$ cat src/rtl/add64_share_ctrl.sv
// Round-robin arbiter that time-shares one external 64-bit adder among NUM_REQ requesters.
// Optional performance counters are built when ADD64_SHARE_CTRL_PERF_EN is defined.
module add64_share_ctrl #(
  parameter int unsigned NUM_REQ = 4
) (
  input  logic                    clk,
  input  logic                    reset_n,
  input  logic [NUM_REQ-1:0]      req_valid,
  output logic [NUM_REQ-1:0]      req_ready,
  input  logic [64*NUM_REQ-1:0]   req_a,
  input  logic [64*NUM_REQ-1:0]   req_b,
  output logic [NUM_REQ-1:0]      resp_valid,
  input  logic [NUM_REQ-1:0]      resp_ready,
  output logic [63:0]             resp_data,
  output logic [63:0]             add_a,
  output logic [63:0]             add_b,
  input  logic [63:0]             add_result,
  output logic                    busy
`ifdef ADD64_SHARE_CTRL_PERF_EN
  ,
  output logic [31:0]             perf_ops,
  output logic [31:0]             perf_stall
`endif
);

  localparam int unsigned DATA_W = 64;
  localparam int unsigned IDX_W  = $clog2(NUM_REQ);

  typedef enum logic [1:0] {
    S_IDLE,
    S_ADD,
    S_RESP
  } state_t;

  state_t              state;
  logic [IDX_W-1:0]    rr_ptr;
  logic [IDX_W-1:0]    owner;
  logic [DATA_W-1:0]   op_a;
  logic [DATA_W-1:0]   op_b;

  logic                grant_found;
  logic [IDX_W-1:0]    grant_idx;
  logic [IDX_W:0]      cand;
  logic [IDX_W-1:0]    next_ptr;
  logic [NUM_REQ-1:0]  grant_onehot;
  logic [DATA_W-1:0]   sel_a;
  logic [DATA_W-1:0]   sel_b;

  // Circular search for the first valid requester starting at rr_ptr.
  always_comb begin
    grant_found = 1'b0;
    grant_idx   = '0;
    cand        = '0;
    for (int unsigned k = 0; k < NUM_REQ; k++) begin
      cand = (IDX_W+1)'(rr_ptr) + (IDX_W+1)'(k);
      if (cand >= (IDX_W+1)'(NUM_REQ)) begin
        cand = cand - (IDX_W+1)'(NUM_REQ);
      end
      if (!grant_found && req_valid[cand[IDX_W-1:0]]) begin
        grant_found = 1'b1;
        grant_idx   = cand[IDX_W-1:0];
      end
    end
  end

  // Operand mux for the winning requester.
  always_comb begin
    sel_a = '0;
    sel_b = '0;
    for (int unsigned i = 0; i < NUM_REQ; i++) begin
      if (grant_idx == IDX_W'(i)) begin
        sel_a = req_a[DATA_W*i +: DATA_W];
        sel_b = req_b[DATA_W*i +: DATA_W];
      end
    end
  end

  assign next_ptr     = (grant_idx == IDX_W'(NUM_REQ - 1)) ? '0 : grant_idx + IDX_W'(1);
  assign grant_onehot = NUM_REQ'(1) << grant_idx;
  assign req_ready    = (reset_n && (state == S_IDLE) && grant_found) ? grant_onehot : '0;
  assign add_a        = op_a;
  assign add_b        = op_b;

  // Control FSM; operand registers are left untouched in IDLE so the adder stays quiet.
  always_ff @(posedge clk or negedge reset_n) begin
    if (!reset_n) begin
      state      <= S_IDLE;
      rr_ptr     <= '0;
      owner      <= '0;
      op_a       <= '0;
      op_b       <= '0;
      resp_data  <= '0;
      resp_valid <= '0;
      busy       <= 1'b0;
    end else begin
      case (state)
        S_IDLE: begin
          if (grant_found) begin
            op_a   <= sel_a;
            op_b   <= sel_b;
            owner  <= grant_idx;
            rr_ptr <= next_ptr;
            busy   <= 1'b1;
            state  <= S_ADD;
          end
        end
        S_ADD: begin
          resp_data  <= add_result;
          resp_valid <= NUM_REQ'(1) << owner;
          state      <= S_RESP;
        end
        S_RESP: begin
          if (resp_ready[owner]) begin
            resp_valid <= '0;
            busy       <= 1'b0;
            state      <= S_IDLE;
          end
        end
        default: begin
          resp_valid <= '0;
          busy       <= 1'b0;
          state      <= S_IDLE;
        end
      endcase
    end
  end

`ifdef ADD64_SHARE_CTRL_PERF_EN
  logic handshake;
  logic stalled;

  assign handshake = (state == S_RESP) && resp_ready[owner];
  assign stalled   = |(req_valid & ~req_ready);

  // Saturating counters for completed operations and waiting-requester cycles.
  always_ff @(posedge clk or negedge reset_n) begin
    if (!reset_n) begin
      perf_ops   <= '0;
      perf_stall <= '0;
    end else begin
      if (handshake && (perf_ops != '1)) begin
        perf_ops <= perf_ops + 32'(1);
      end
      if (stalled && (perf_stall != '1)) begin
        perf_stall <= perf_stall + 32'(1);
      end
    end
  end
`endif

endmodule

$ cat config.mk
export PLATFORM = sky130hd
export DESIGN_NAME = add64_share_ctrl
export DESIGN_NICKNAME = d
export VERILOG_FILES = /design/src/rtl/add64_share_ctrl.sv
export SDC_FILE = /design/constraint.sdc
export NUM_CORES = 1
export LEC_CHECK = 0
export CAP_MARGIN = 20
export CORE_AREA = 8 8 300 302
export CTS_CLUSTER_SIZE = 40
export DETAILED_ROUTE_END_ITERATION = 7
export DIE_AREA = 0 0 308 310
export SLEW_MARGIN = 20
export SYNTH_ARGS = -nofsm -noshare
export SYNTH_HDL_FRONTEND = slang
export SYNTH_SLANG_ARGS = --single-unit
$ cat constraint.sdc
create_clock -name clk -period 3.2 [get_ports clk]
set_clock_uncertainty 0.2 [all_clocks]
set_input_delay 0.64 -clock clk [delete_from_list [all_inputs] [get_ports clk]]
set_output_delay 0.64 -clock clk [all_outputs]
set_load 0.005 [all_outputs]
# ---- Word level (Yosys, flattened, before mapping)
# Cells that the tools add are included.
dict set report classes {
  n_shift 2
  n_reduce_logical 14
  n_addsub 8
  n_eq_ne 7
  bitwise_logic 2
  n_mux 40
  order_cmp 9
}
# op n
set ops {}
lappend ops {{64-bit two-way mux} 8}
lappend ops {{2-bit two-way mux} 11}
lappend ops {{2-bit by 3-bit less-than comparator with 1-bit output (second input constant)} 5}
lappend ops {{4-bit case mux with 3 select lines} 1}
lappend ops {{1-bit two-way mux} 11}
lappend ops {{1-bit binary-select mux with 2-bit select} 5}
lappend ops {{3-bit greater-or-equal comparator (second input constant)} 3}
lappend ops {{4-bit two-way mux} 2}
lappend ops {{1-bit by 2-bit left shift with 4-bit output (first input constant)} 2}
lappend ops {{2-bit by 1-bit subtractor with 2-bit output (second input constant)} 4}
lappend ops {{2-bit by 2-bit adder with 3-bit output (second input constant)} 2}
lappend ops {{2-bit equality test (second input constant)} 3}
lappend ops {{2-bit case mux with 3 select lines} 1}
lappend ops {{2-bit AND reduction} 3}
lappend ops {{1-bit logical AND} 5}
lappend ops {{2-bit by 1-bit equality test with 1-bit output (second input constant)} 2}
lappend ops {{2-bit logical NOT} 2}
lappend ops {{2-bit != test (second input constant)} 2}
lappend ops {{2-bit by 1-bit adder with 3-bit output (second input constant)} 1}
lappend ops {{2-bit by 3-bit greater-or-equal comparator with 1-bit output (second input constant)} 1}
lappend ops {{1-bit logical NOT} 3}
lappend ops {{1-bit case mux with 3 select lines} 1}
lappend ops {{3-bit AND reduction} 1}
lappend ops {{2-bit by 1-bit adder with 2-bit output (second input constant)} 1}
lappend ops {{1-bit NOT} 2}
dict set report word_totals {
  word_cells 90
  reg_bits 203
}

# ---- Longest topological paths before layout
# Gate-level depths: netlist (run 1).
dict set report depth {
  word_depth 19
  ltp_mapped 10
}

# ---- Worst setup path before layout (run 1)
# No wires, ideal clock.
dict set report synth_path {
  path_kind {input port to output port}
  start {input port req_valid[2]}
  end {output port req_ready[2]}
  setup_slack_ps 124
  n_path_buf 3
  arrival_time_ps 2236
  required_time_ps 2360
  cell_stages 8
  cell_sequence {inv_1 o32ai_1 or2_2 ha_1 buf_2 clkbuf_1 buf_1 and3_1}
}
dict set report synth_via {
  elab_chain_cells 14
}
# element line_no
set synth_lines {}
lappend synth_lines {{start, declared} 8} ;# input logic [NUM_REQ-1:0] req_valid,
lappend synth_lines {{1-bit binary-select mux with 2-bit select} 59} ;# if (!grant_found && req_valid[cand[IDX_W-1:0]]) begin
lappend synth_lines {{1-bit two-way mux (not written as such)} 59}
lappend synth_lines {{1-bit two-way mux} 59}
lappend synth_lines {{1-bit logical NOT} 59}
lappend synth_lines {{1-bit logical AND} 59}
lappend synth_lines {{1-bit two-way mux} 59}
lappend synth_lines {{1-bit logical NOT} 59}
lappend synth_lines {{1-bit logical AND} 59}
lappend synth_lines {{1-bit two-way mux} 59}
lappend synth_lines {{1-bit logical NOT} 59}
lappend synth_lines {{1-bit logical AND} 59}
lappend synth_lines {{2-bit two-way mux / 1-bit two-way mux (equally long branches)} 59}
lappend synth_lines {{1-bit by 2-bit left shift with 4-bit output / 1-bit logical AND (equally long branches)} {79, 80}}
lappend synth_lines {{4-bit two-way mux *} 80} ;# assign req_ready = (reset_n && (state == S_IDLE) && grant_found) ? grant_onehot : '0;
lappend synth_lines {{end, declared} 9} ;# output logic [NUM_REQ-1:0] req_ready,
# Every way passes the cells marked *; elsewhere a longest branch is shown, timed or not. The select of a mux whose other input is x is not followed.

# ---- Final worst setup path (run 1)
dict set report layout_path {
  start {register rr_ptr[1]}
  end {output port req_ready[2]}
}
dict set report layout_via {
  elab_chain_cells 16
}
# element line_no
set layout_lines {}
lappend layout_lines {{start, declared} 36} ;# logic [IDX_W-1:0] rr_ptr;
lappend layout_lines {{start signal, assigned} 102} ;# rr_ptr <= next_ptr;
lappend layout_lines {{parallel branches: the longest is 15 deep, another holds 2-bit by 1-bit adder with 3-bit output} --}
lappend layout_lines {{4-bit two-way mux *} 80}
# Mark *: on every way between the ends. The select of a mux whose other input is x is not followed.

==> flow_summary.json, run 1 <==
{
  "status": "complete, no violations",
  "grt_pass1_wl_mm": 101,
  "p_leak_nw": 8.73,
  "yosysSeqAreaShare": 0.418,
  "finalMaxSlewViolations": 0,
  "dr.pass1.iters": 5,
  "post-synth-top-area-cell": "dfrtp_1",
  "coreArea_um2": 85700,
  "grt_pass1_vias": 14800,
  "globalplace.congestion": 0.850,
  "stdcell_area_um2": 22800,
  "via_count": 14300,
  "worstSkewPairLatency_ns": 0.60,
  "synth_top_area_share": 0.418,
  "grt-ovfl-total": 0,
  "synth_top_flop_cell": "dfrtp_1",
  "h-tree-depth": 1,
  "fin_util": 0.266,
  "synthCells": 1372,
  "ir_drop_mv": 0.661,
  "synth_area_per_cell_um2": 8.86,
  "drt_iter0_drc": 979,
  "post-place-ws_ns": -0.648,
  "antenna_left": 0,
  "track_usage": 0.139,
  "grt_max_degree": 130,
  "netlist_top_cells_area": "dfrtp_1 42%, a221o_1 11%, a21oi_1 11%",
  "nFillCells": 9300,
  "fin_nets": 2712,
  "relSlewSlack": 0.409,
  "cts_tree": "done",
  "cp.required_ns": 2.36,
  "worst-setup-path-type": "register to output pin",
  "cts_buffers": 30,
  "synth.most_common_cell": "a21oi_1",
  "cp-start-kind": "register",
  "max_freq_ghz": 0.324,
  "drive_gt1_frac": 0.102,
  "yosysWarnings": 0,
  "initial_core_util": 0.142,
  "wire_per_inst_um": 21.7,
  "area_growth_pct": 87.4,
  "period_share": 0.964,
  "synth-seq-cells": 203,
  "async_flop_share": 1.00,
  "fin_crit_ns": 3.09,
  "cp.arrival_ns": 2.25,
  "die_height_um": 310,
  "cts_root_buffer": "clkbuf_16",
  "rsz0062_at_grt": "false",
  "finalSetupViolations": 0,
  "cts.sinks": 203,
  "synth-edff-count": 0,
  "cts_buffer_depth": 3,
  "syn_nets": 1962,
  "syn-cell-area_um2": 12100,
  "io_buffers": 786,
  "via_per_inst": 4.32,
  "totalWireLength_mm": 71.6,
  "crit_fanout": 5,
  "drv_cap": 0,
  "worst_pin_slew_ns": 0.886,
  "hold_path_class": "register to register",
  "yosysUniqueCellTypes": 34,
  "route.detailed.drc": 0,
  "layout_setup_ws_ns": 0.114,
  "clkTransAtPathRegs_ns": 0.06,
  "grt_antenna_before_repair": 14,
  "hpwlAfterDp_mm": 54.5,
  "dp.cells": 3241,
  "placed_area_um2": 21600,
  "die_area_um2": 95500,
  "final_cells": 3307,
  "die_w_um": 308,
  "cp-end-kind": "output pin",
  "fp-row-count": 108,
  "hold_violations": 0,
  "power-per-cell-area_nw_per_um2": 874,
  "pin_count": 787,
  "synth_common_cells": "257 x a21oi_1, 203 x dfrtp_1, 137 x inv_1"
}
registers in the layout (all words and copies together) (netlist names):
name and count:
add_b 64, busy 1, resp_data 64, rr_ptr 2, state 2, resp_valid 4
owner 2, add_a 64
kinds of logic after synthesis:
kind of cell / after synthesis / share of synthesized area
simple gates: 279 / 0.130
buf+inv: 289 / 0.0981
compound gates: 529 / 0.287
flops: 203 / 0.418
mux: 68 / 0.0627
fa+ha+maj: 4 / 0.00412
final timing paths:
path	slack, ns	endpoint	startpoint	depth (start not counted)
setup / recovery	0.11	req_ready[2]	rr_ptr[1]	6
hold / removal	0.30	resp_data[11]	resp_data[11]	1
setup reg to reg	0.41	add_b[3]	rr_ptr[1]	10
hold reg to reg	0.30	resp_data[11]	resp_data[11]	1
max in group asynchronous	1.44	add_b[31]	reset_n	3
min in group asynchronous	0.34	add_a[29]	reset_n	2
cells in the final DEF, fill, tap and decap left out, types with 2 or more instances in the layout:
cell             count
buf_12              14
clkinv_2             4
clkdlybuf4s50_1    777
diode_2              8
or2_4                2
a21oi_1            256
dfrtp_1            202
nand2_2              2
a221o_1            129
clkdlybuf4s15_2      2
mux2_2              65
a31oi_1            128
nand2_1            129
o31ai_1              2
nand3b_1           129
o21ai_0              4
mux2i_1              3
buf_4               68
a221oi_1             2
o22ai_1              2
nor2_2               2
nor2_1               2
bufinv_16            3
clkbuf_16           30
inv_1              137
clkbuf_8             7
dlygate4sd2_1        4
ha_4                 4
and3_1               4
clkbuf_1             7
critical path: stages (launching register included):
cell and delay (ns):
dfrtp_2 0.44, mux2i_1 0.23, nor2_2 0.09, or2_4 0.29, ha_4 0.18, and3_1 0.13, dlygate4sd2_1 0.28
layout make-up:
class                           instances  area, µm²  area share
Antenna cell                            8       20.0    0.000879
Clock buffer                           44        873      0.0384
Clock inverter                         10        156     0.00687
Inverter                              138        520      0.0229
Multi-Input combinational cell        880       6000       0.264
Sequential cell                       203       5080       0.223
Tap cell                             1155       1450      0.0635
Timing Repair Buffer                  869       8670       0.381
report_power, final:
group          internal (mW)  leakage, nW  total, mW  switching [mW]
sequential              3.96         2.35       4.79           0.829
combinational           6.05         5.88       11.5            5.50
clock                   2.13        0.502       3.56            1.43
total                   12.1         8.73       19.9            7.76
what timing repair did:
item                       CTS  global route
pin swaps                    1             0
hold endpoints to repair    39             0
hold buffers                 1             0
buffers inserted             1             2
setup endpoints to repair    4             4
resized for setup           22             6
metrics by stage:
step	TNS (ns)	hold WS (ns)	total power [mW]
floorplan	0	0.144	10.3
global placement	-68.88	0.263	16.3
detailed placement	-68.58	0.263	16.4
CTS	0	0.284	20.2
global route	0	0.310	21.2
finish	0	0.302	19.9
per-layer routing:
metal	share of wire	track usage	wire (µm)
met5	0.00036	0	26
met1	0.39	0.163	27900
met3	0.090	0.0431	6430
met2	0.48	0.237	34400
met4	0.041	0.0518	2910
(Power assumes the default switching activity.)
==> inputs of run 2 (changes only) <==
--- a/config.mk
+++ b/config.mk
@@ -5,7 +5,7 @@
 export SDC_FILE = /design/constraint.sdc
 export NUM_CORES = 1
 export LEC_CHECK = 0
-export CAP_MARGIN = 20
+export CAP_MARGIN = 10
 export CORE_AREA = 8 8 300 302
 export CTS_CLUSTER_SIZE = 40
 export DETAILED_ROUTE_END_ITERATION = 7
==> results of run 2 <==
Same layout as run 1: the final DEF is identical, and so are final timing and power.
==> patch 1, RTL diff (flow settings as in run 2) <==
The 3 states of `state_t` get a one-hot encoding in 3 bits.
--- a/src/rtl/add64_share_ctrl.sv
+++ b/src/rtl/add64_share_ctrl.sv
@@ -28,6 +28,6 @@
 
-  typedef enum logic [1:0] {
-    S_IDLE,
-    S_ADD,
-    S_RESP
+  typedef enum logic [2:0] {
+    S_IDLE = 3'b001,
+    S_ADD  = 3'b010,
+    S_RESP = 3'b100
   } state_t;
Check against the original RTL: same outputs for any inputs over 4 cycles, from zero or initial values and one cycle with reset_n low; so few cycles prove little.
==> patch 1 against run 2 <==
Routed wire length is 11% higher; via count rose by 2.1%; first-iteration DRC count is 9.7% lower; hold slack better by 1.7 ps; global-route usage increased by 1.6 points; power is 4.3% higher; worst setup slack lost 49 ps; design area rose by 1.4%; sequential cell count is 1 higher; area after synthesis up 0.46%; critical endpoint is now req_ready[0].
==> patch 1: results <==
set metrics [dict create \
    dp_hpwl_um 63000 \
    worstSkewPairLatency_ps 580 \
    reg2reg_from "rr_ptr[0]" \
    final_cells 3324 \
    p_comb_share_pct 60.9 \
    synth_area_leaders "dfrtp_1, a21oi_1, a221o_1, nand3b_1, a31oi_1" \
    use_met3_pct 5.829 \
    critPathArrivalTime_ps 2300 \
    whs_ps 304.0 \
    port_buffers 786 \
    cts_buffers 28 \
    ys_types 39 \
    post_cts_buffers 4 \
    synth_edf_count 0 \
    power.switching_fraction_pct 39.89 \
    grt_pass1_vias 14980 \
    critPathLaunch "req_valid[2]" \
    layout.nets 2730 \
    holdPathStages 1 \
    netlist_instances 1373 \
    slowest_stage "or3_4" \
    clk_pin_slew_ps 60 \
    worstSetupEndpoint "req_ready[0]" \
    min_delay_worst_endpoint "resp_data[33]" \
    crit_fanout 4 \
    antenna_found_initial 26 \
    crit_path_max_incr_delay_ps 400 \
    pg_clk_mw 3.33 \
    reg2reg_to "add_a[15]" \
    drt_iter0_markers 884 \
    synth_nets 1963 \
    grt_use_total_pct 15.52 \
    netlist_top_cells_count "a21oi_1, dfrtp_1, inv_1, nand2_1" \
    seq_area_frac_synth_pct 41.83 \
    min_from "resp_data[33]" \
    fin_crit_sh_pct 97.98 \
    wl_um 79410 \
    slew_headroom_pct 50.10 \
    grtUsageMet2_pct 26.99 \
    grt_max_degree 92 \
    met1_usage_pct 18.30 \
    drive_above_1_share_pct 11.29 \
    grt_pass1_wl_um 110800 \
    clockPowerShare_pct 16.0 \
    dpl_worst_slack_ps -589.7 \
    dpl_cell_area_mm2 0.02197 \
    max-vdd-ir-drop_v 0.0004924 \
    p_leak_nw 8.857 \
    reg2reg_slack_ps 240 \
    gp_congestion 0.8994 \
    dr.pass1.iters 7 \
    cts_resized 27 \
    hold_class "reg2reg" \
    r2r_cells 12 \
    cts_root_buf "clkbuf_16" \
    status "finished, final reports clean" \
    via_per_inst 4.386 \
]
patch 1: cell count changes after synthesis, sizes merged, moves of 3 or more:
cell	run 2	this run
nor2b	2	5
buf	57	43
inv	138	130
o2bb2ai	1	4
mux2i	3	0
clkbuf	94	109
patch 1: kinds of logic after synthesis:
| group | synth area share, % |
|---|---|
| and+or+nand+nor | 13.31 |
| adders and majority gates | 0.4101 |
| buffers and inverters | 9.308 |
| DFF | 41.83 |
| AOI/OAI and AO/OA | 28.96 |
| muxes | 6.181 |
patch 1: final cells by class:
| cell class | instances | area (um2) |
|---|---|---|
| antenna | 7 | 17.52 |
| clock buffer | 42 | 854.6 |
| fill | 9246 | 62600 |
| sequential | 204 | 5106 |
| timing repair buffer | 889 | 8965 |
| clock inverter | 10 | 106.4 |
| tap | 1155 | 1445 |
| multi-input combinational | 887 | 6095 |
| inverter | 130 | 488.0 |
patch 1: per-layer routing:
layer	up-vias	wire length (um)
met3	102	7514
met1	7229	31690
met2	641	38430
met4	12	1698
met5	-	77
li1	6595	-
==> patch 2, RTL diff (config.mk and constraints of run 2) <==
Made on the original files. The option `ADD64_SHARE_CTRL_PERF_EN` is turned on by a define.
--- a/src/rtl/add64_share_ctrl.sv
+++ b/src/rtl/add64_share_ctrl.sv
@@ -2,2 +2,4 @@
 // Optional performance counters are built when ADD64_SHARE_CTRL_PERF_EN is defined.
+`define ADD64_SHARE_CTRL_PERF_EN
+
 module add64_share_ctrl #(
Function (old outputs only; new: perf_ops and perf_stall): kept (equiv_simple and equiv_induct, registers matched by name and starting in step).
==> patch 2 against run 2 <==
Die area did not move; sequential cell count rose by 64; area after synthesis rose by 16%; routed wire length rose by 16%; register-to-register slack got worse by 320 ps; worst setup slack got worse by 20 ps; design area rose by 14%; power rose by 9.7%; hold slack got worse by 31 ps; final cell count rose by 12%; first-iteration DRC count rose by 2.8%; critical endpoint is now add_b[14].
==> patch 2: results <==
set metrics [dict create \
    status "finished, final reports clean" \
    slew_headroom_pct 41.08 \
    dp.cells 3611 \
    wl_met3_um 8725 \
    grt_pass1_vias 16290 \
    fin_crit_sh_pct 97.07 \
    reg2reg_slack_ps 90 \
    slowest_stage "a221oi_1" \
    port_buffers 850 \
    crit_path_max_incr_delay_ps 630 \
    dp_hpwl_um 66110 \
    dpl_worst_slack_ps -668.7 \
    ys_types 52 \
    dr.pass1.iters 7 \
    synth_mux_area_share_pct 0.4600 \
    synth_compound_area_share_pct 18.46 \
    crit_fanout 53 \
    grt_pass1_wl_um 114100 \
    max-vdd-ir-drop_v 0.0005285 \
    drive_above_1_share_pct 8.003 \
    met1_usage_pct 17.44 \
    whs_ps 271.6 \
    holdPathStages 2 \
    worstSkewPairLatency_ps 550 \
    min_delay_worst_endpoint "resp_data[39]" \
    grt_use_total_pct 16.12 \
    layout.nets 3093 \
    fillers 9139 \
    cts_buffers 38 \
    use_met3_pct 6.842 \
    switching_power_mw 8.672 \
    critPathArrivalTime_ps 3300 \
    netlist_top_cells_count "nand2_1, dfrtp_1, nor3_1" \
    dpl_cell_area_mm2 0.02462 \
    r2r_cells 12 \
    wl_um 82750 \
    synthAdderAreaFrac_pct 0.5308 \
    grt_max_degree 150 \
    min_from "resp_data[39]" \
]
[patch 2: final cells by class]
class	instances	area (um2)	area share, %
antenna	17	42.54	0.1636
clock buffer	50	1067	4.105
clock inverter	13	200.2	0.7700
inverter	13	48.80	0.1877
multi-input combinational	1226	6982	26.86
sequential	267	6683	25.71
tap	1155	1445	5.559
timing repair buffer	955	9529	36.65
[patch 2: worst max-delay path, delay by kind of cell, from the launching register on]
kind	cells	cell delay, ps
compound gates	4	1100
fa+ha+maj	1	170
buf+inv	4	580
flops	1	430
mux	1	120
simple gates	2	240
[patch 2: power groups by stage]
stage / registers (mW) / logic (mW) / clock network [mW]
floorplan: 5.61 / 5.08 / 0
global placement: 5.67 / 11.9 / 0
detailed placement: 5.70 / 12.0 / 0
CTS: 5.68 / 12.0 / 4.57
global route: 5.83 / 13.0 / 4.66
finish: 5.66 / 11.8 / 4.37
